[src/rtl/cache_flush_ctrl.sv]
// rtl/cache_flush_ctrl.sv - cache-level flush initiator: blocks core traffic, drains, broadcasts flush, collects bank completion
module cache_flush_ctrl #(
  parameter int NUM_REQS   = 4,
  parameter int NUM_BANKS  = 1,
  parameter int TAG_WIDTH  = 8,
  parameter int PEND_WIDTH = 8,
  localparam int IDX_WIDTH = (NUM_REQS > 1) ? $clog2(NUM_REQS) : 1
) (
  input  logic                          clk,
  input  logic                          reset,
  input  logic [NUM_REQS-1:0]           core_req_valid,
  input  logic [NUM_REQS-1:0]           core_req_flush,
  input  logic [NUM_REQS*TAG_WIDTH-1:0] core_req_tag,
  output logic [NUM_REQS-1:0]           core_req_ready,
  output logic [NUM_REQS-1:0]           bank_req_valid,
  input  logic [NUM_REQS-1:0]           bank_req_ready,
  input  logic [NUM_REQS-1:0]           core_rsp_fire,
  output logic [NUM_BANKS-1:0]          flush_begin,
  input  logic [NUM_BANKS-1:0]          flush_end,
  output logic                          flush_rsp_valid,
  output logic [IDX_WIDTH-1:0]          flush_rsp_idx,
  output logic [TAG_WIDTH-1:0]          flush_rsp_tag,
  input  logic                          flush_rsp_ready
);

  localparam int CNT_WIDTH = $clog2(NUM_REQS + 1);
  localparam int EXT_WIDTH = PEND_WIDTH + 1;

  typedef enum logic [2:0] {
    S_IDLE,
    S_DRAIN,
    S_BEGIN,
    S_WAIT,
    S_RESP
  } state_e;

  state_e                  state_q, state_d;
  logic [PEND_WIDTH-1:0]   pend_q, pend_d;
  logic [NUM_BANKS-1:0]    done_q, done_d;
  logic [IDX_WIDTH-1:0]    idx_q, idx_d;
  logic [TAG_WIDTH-1:0]    tag_q, tag_d;

  logic [NUM_REQS-1:0]     flush_req;
  logic [NUM_REQS-1:0]     flush_onehot;
  logic                    flush_any;
  logic [IDX_WIDTH-1:0]    flush_sel;
  logic [TAG_WIDTH-1:0]    flush_tag;

  logic [CNT_WIDTH-1:0]    inc_cnt, dec_cnt;
  logic [EXT_WIDTH-1:0]    pend_ext, pend_diff;
  logic                    pend_under, pend_over;

  assign flush_req = core_req_valid & core_req_flush;

  // Lowest-index flush wins; higher ports stall and are served by later flushes.
  always_comb begin
    flush_any    = 1'b0;
    flush_sel    = '0;
    flush_tag    = '0;
    flush_onehot = '0;
    for (int i = NUM_REQS - 1; i >= 0; i--) begin
      if (flush_req[i]) begin
        flush_any    = 1'b1;
        flush_sel    = IDX_WIDTH'(i);
        flush_tag    = core_req_tag[i*TAG_WIDTH +: TAG_WIDTH];
        flush_onehot = NUM_REQS'(1) << i;
      end
    end
  end

  always_comb begin
    inc_cnt = '0;
    dec_cnt = '0;
    for (int i = 0; i < NUM_REQS; i++) begin
      inc_cnt = inc_cnt + CNT_WIDTH'(bank_req_valid[i] & bank_req_ready[i]);
      dec_cnt = dec_cnt + CNT_WIDTH'(core_rsp_fire[i]);
    end
  end

  // One guard bit so under/overflow is detectable rather than wrapping silently.
  assign pend_ext   = {1'b0, pend_q} + EXT_WIDTH'(inc_cnt);
  assign pend_diff  = pend_ext - EXT_WIDTH'(dec_cnt);
  assign pend_under = pend_ext < EXT_WIDTH'(dec_cnt);
  assign pend_over  = !pend_under && pend_diff[PEND_WIDTH];
  assign pend_d     = pend_diff[PEND_WIDTH-1:0];

  always_comb begin
    state_d         = state_q;
    idx_d           = idx_q;
    tag_d           = tag_q;
    done_d          = done_q;
    core_req_ready  = '0;
    bank_req_valid  = '0;
    flush_begin     = '0;
    flush_rsp_valid = 1'b0;
    unique case (state_q)
      S_IDLE: begin
        bank_req_valid = core_req_valid & ~core_req_flush;
        core_req_ready = (bank_req_ready & ~flush_req) | flush_onehot;
        if (flush_any) begin
          idx_d   = flush_sel;
          tag_d   = flush_tag;
          state_d = S_DRAIN;
        end
      end
      S_DRAIN: begin
        if (pend_q == '0) begin
          state_d = S_BEGIN;
        end
      end
      S_BEGIN: begin
        flush_begin = '1;
        done_d      = '0;
        state_d     = S_WAIT;
      end
      S_WAIT: begin
        // Same-cycle pulses count, so a bank ending now can complete the set.
        done_d = done_q | flush_end;
        if (&done_d) begin
          state_d = S_RESP;
        end
      end
      S_RESP: begin
        flush_rsp_valid = 1'b1;
        if (flush_rsp_ready) begin
          state_d = S_IDLE;
        end
      end
      default: state_d = S_IDLE;
    endcase
  end

  assign flush_rsp_idx = idx_q;
  assign flush_rsp_tag = tag_q;

  always_ff @(posedge clk) begin
    if (reset) begin
      state_q <= S_IDLE;
      pend_q  <= '0;
      done_q  <= '0;
      idx_q   <= '0;
      tag_q   <= '0;
    end else begin
      state_q <= state_d;
      pend_q  <= pend_d;
      done_q  <= done_d;
      idx_q   <= idx_d;
      tag_q   <= tag_d;
    end
  end

  assert property (@(posedge clk) disable iff (reset) !pend_under);
  assert property (@(posedge clk) disable iff (reset) !pend_over);

endmodule

[config.mk]
export PLATFORM = sky130hd
export DESIGN_NAME = cache_flush_ctrl
export DESIGN_NICKNAME = d
export VERILOG_FILES = /design/src/rtl/cache_flush_ctrl.sv
export SDC_FILE = /design/constraint.sdc
export NUM_CORES = 1
export LEC_CHECK = 0
export CORE_MARGIN = 2
export CORE_UTILIZATION = 35
export DETAILED_ROUTE_END_ITERATION = 6
export GPL_ROUTABILITY_DRIVEN = 0
export MAX_ROUTING_LAYER = met4
export PLACE_DENSITY = 0.77
export SLEW_MARGIN = 5
export SYNTH_ARGS = -nofsm -noshare
export SYNTH_HDL_FRONTEND = slang
export SYNTH_SLANG_ARGS = --single-unit
[constraint.sdc]
create_clock -name clk -period 6.8 [get_ports clk]
set_input_delay 1.02 -clock clk [delete_from_list [all_inputs] [get_ports clk]]
set_output_delay 1.02 -clock clk [all_outputs]
set_load 0.05 [all_outputs]
==> out/summary.txt <==
Register bit total from synthesis -> 22
RSZ-0062 raised after global routing -> false
Clock buffer count from CTS -> 3
# clock sinks -> 22
Area contributors post-synth -> dfxtp_1 27%, fa_1 8.6%, ha_1 8.4%, o32ai_2 8.0%, inv_1 7.4%
Total routed wirelength -> 4.40 mm
Post-cts resize count -> 0
Multiplexer area fraction after synthesis -> 0%
Setup TNS -> 0 ps
Post-synth top area cell -> dfxtp_1
Main synth FF type -> dfxtp_1
Maximum clock insertion buffer count -> 2
Port bufs -> 71
Clk_skew -> 5.94 ps
H-tree levels -> 1
Mapped Cells -> 186
Max-Cap Viols -> 0
Vias per cell -> 5.14
Worst setup path startpoint -> core_req_valid[2]
CTS tree -> yes
Xor/xnor share of the synthesized area -> 1.61%
Antenna Cells -> 0
Fin nets -> 326
Number of synthesized flops with an enable pin -> 0
GRT Util Overall -> 17.9%
Arr. time, crit path -> 3420 ps
CP endpoint -> core_req_ready[3]
Hold crit path type -> register to register
Die X -> 72.3 µm
Slew Limit Fails -> 0
Largest family of logic cells by synthesized area -> compound AO/OA/AOI/OAI gates
Status -> finished, final reports clean
Reg2Reg Depth -> 15
Final ANT Viol Nets -> 0
Syn nets -> 256
FFs w/ async S/R, synth -> 0%
R2r setup slk -> 2590 ps
Synth Area in Adders -> 17.0%
Crit-path max FO -> 11
DRT Pass-1 Iters -> 4
Post-synthesis compound-gate area fraction -> 27.0%
Critical Path RT -> 5780 ps
Critical path capture point type -> primary output
Share of cells above drive strength 1 -> 5.88%
Number of I/O pins -> 72
Critical-path cell list -> clkdlybuf4s50_1 -> and2_1 -> nor2_1 -> a22oi_1 -> nor2_1 -> clkdlybuf4s50_1
Pwr/cell area -> 306 mW/mm²
Initial detailed-routing violation count -> 55
Initial antenna violation count -> 0
# rows -> 24
Sequential element share of the synthesized area -> 27.0%
FMAX -> 225 MHz
Die area -> 0.00523 mm²
GRT Residual Overflow -> 0
CP Launch Type -> primary input
Worst-path clk slew -> 90 ps
Synth unique cells -> 35
Setup Buffers After CTS -> 0
Area Growth Syn to Fin -> 49.3%
Total number of vias -> 1579
Worst-margin pin slew -> 627 ps
Initial Util -> 37.0%
Largest net degree at the start of global routing -> 17
HPWL after detailed placement -> 3.53 mm
Total core area -> 0.00441 mm²
Chip height -> 72.3 µm
R2r endpoint -> pend_q[7]$_SDFF_PP0_
Wirelength per Cell -> 14.3 µm
Fill count -> 404
Slowest CP cell -> clkdlybuf4s50_1
Final hold violations -> 0
Vias in the first global route -> 1497
Fin Hold WS -> 470 ps
Synth Area in Simple Gates -> 17.5%
Setup Viol. Count Final -> 0
YS warnings -> 0
Slowest cell delay on critical path -> 820 ps
Reg-to-reg startpoint -> state_q[0]$_SDFFE_PP0P_
Final period util -> 65.3%
Slew headroom -> 58.0%
Post-Synthesis Cell Area -> 0.00163 mm²
DRC Markers -> 0
Clock Tree Root -> clkbuf_8
Worst VDD drop -> 0.173 mV
Syn avg cell area -> 8.78 µm²
Hold_buf cts -> 0
Post-synth top area share -> 27.0%
Global-route wire length before repair -> 7.15 mm
Clk_lat worst skew -> 270 ps
Lkg Pwr -> 0.000974 µW
Final worst path period need -> 4440 ps
Critical path type -> primary input to primary output
==> where the power goes <==
part / internal [µW] / switching, µW
registers: 162 / 17.8
logic: 196 / 246
clock network: 78.7 / 44.4
total: 436 / 309
==> registers in the layout (all words and copies together) (netlist names) <==
| name | cells |
|---|---|
| done_q | 1 |
| flush_rsp_idx | 2 |
| flush_rsp_tag | 8 |
| pend_q | 8 |
| state_q | 3 |
==> synth_stat cells (all sizes together), types with 2 or more instances <==
library cell and number:
nand3 4, ha 11, inv 32, and3 2
and2 4, nand2 8, dfxtp 22, o22ai 8
nor3b 5, a22oi 2, nor3 8, a22o 2
a221oi 8, clkbuf 3, nor2b 5, nand2b 4
buf 3, o21a 3, xor2 3, a21oi 12
nor2 11, fa 7, o32ai 9, a21o 2
==> layout by cell type (no fill, tap or decap), types with 2 or more instances in the layout <==
cell type	Yosys	layout
a221oi_1	8	8
a21o_1	2	2
and3_1	2	2
xor2_1	3	3
dfxtp_1	22	22
a22oi_1	2	2
nor2_1	11	11
clkdlybuf4s50_1	0	71
a22o_1	2	2
o21a_1	3	3
nor3b_1	5	5
nand3_1	4	4
nor2b_1	5	5
nand2b_1	3	3
inv_1	32	32
nand2_1	8	8
o32ai_2	8	8
fa_1	7	7
clkbuf_8	0	3
ha_1	11	11
o22ai_1	8	8
nor3_1	8	8
and2_1	4	4
a21oi_1	12	12
==> per-stage QoR <==
stage               total power (µW)  cell area (µm²)  utilization [%]  std cells  setup slack [ps]
floorplan                        509             1630                -        186              1850
finish                           745             2440             55.2        307              2360
global placement                 612             2370             53.6        303              2210
global route                     814             2440             55.2        307              2140
CTS                              749             2440             55.2        307              2320
detailed placement               625             2370             53.6        303              2140
==> cell type report <==
| type | instances | area [µm²] | area share (%) |
|---|---|---|---|
| clock buffer | 3 | 41.3 | 1.69 |
| clock inverter | 1 | 30.0 | 1.23 |
| inverter | 32 | 120 | 4.93 |
| multi-input combinational | 126 | 1030 | 42.3 |
| sequential | 22 | 440 | 18.1 |
| tap | 52 | 65.1 | 2.67 |
| timing repair buffer | 71 | 711 | 29.1 |
==> kinds of logic (layout without fill, tap and decap cells) <==
family,after synthesis,count (layout)
buf+inv,38,107
fa+ha+maj,18,18
xor+xnor,3,3
compound gates,51,51
simple gates,54,54
flops,22,22
==> worst min path at each step <==
stage,from,depth (start not counted),to
6_report,flush_rsp_tag[2]$_SDFFE_PP0P_,2,flush_rsp_tag[2]$_SDFFE_PP0P_
5_1_grt,flush_rsp_tag[2]$_SDFFE_PP0P_,2,flush_rsp_tag[2]$_SDFFE_PP0P_
4_1_cts,flush_rsp_tag[2]$_SDFFE_PP0P_,2,flush_rsp_tag[2]$_SDFFE_PP0P_
3_5_place_dp,flush_rsp_tag[2]$_SDFFE_PP0P_,2,flush_rsp_tag[2]$_SDFFE_PP0P_
3_3_place_gp,flush_rsp_tag[1]$_SDFFE_PP0P_,2,flush_rsp_tag[1]$_SDFFE_PP0P_
2_1_floorplan,done_q$_SDFFE_PP0N_,2,done_q$_SDFFE_PP0N_
==> worst max-delay path, delay by kind of cell <==
family,cells,cell delay (ps)
buf+inv,2,1270
simple gates,3,990
compound gates,1,140
==> metal layers <==
layer | share of wire, % | vias up | GRT usage [%]
met5 | 0 | - | -
met4 | 1.7 | 0 | 6.08
met3 | 6.3 | 6 | 2.36
met2 | 50 | 48 | 29.3
met1 | 42 | 727 | 22.7
li1 | - | 798 | -
(Power assumes the default switching activity.)
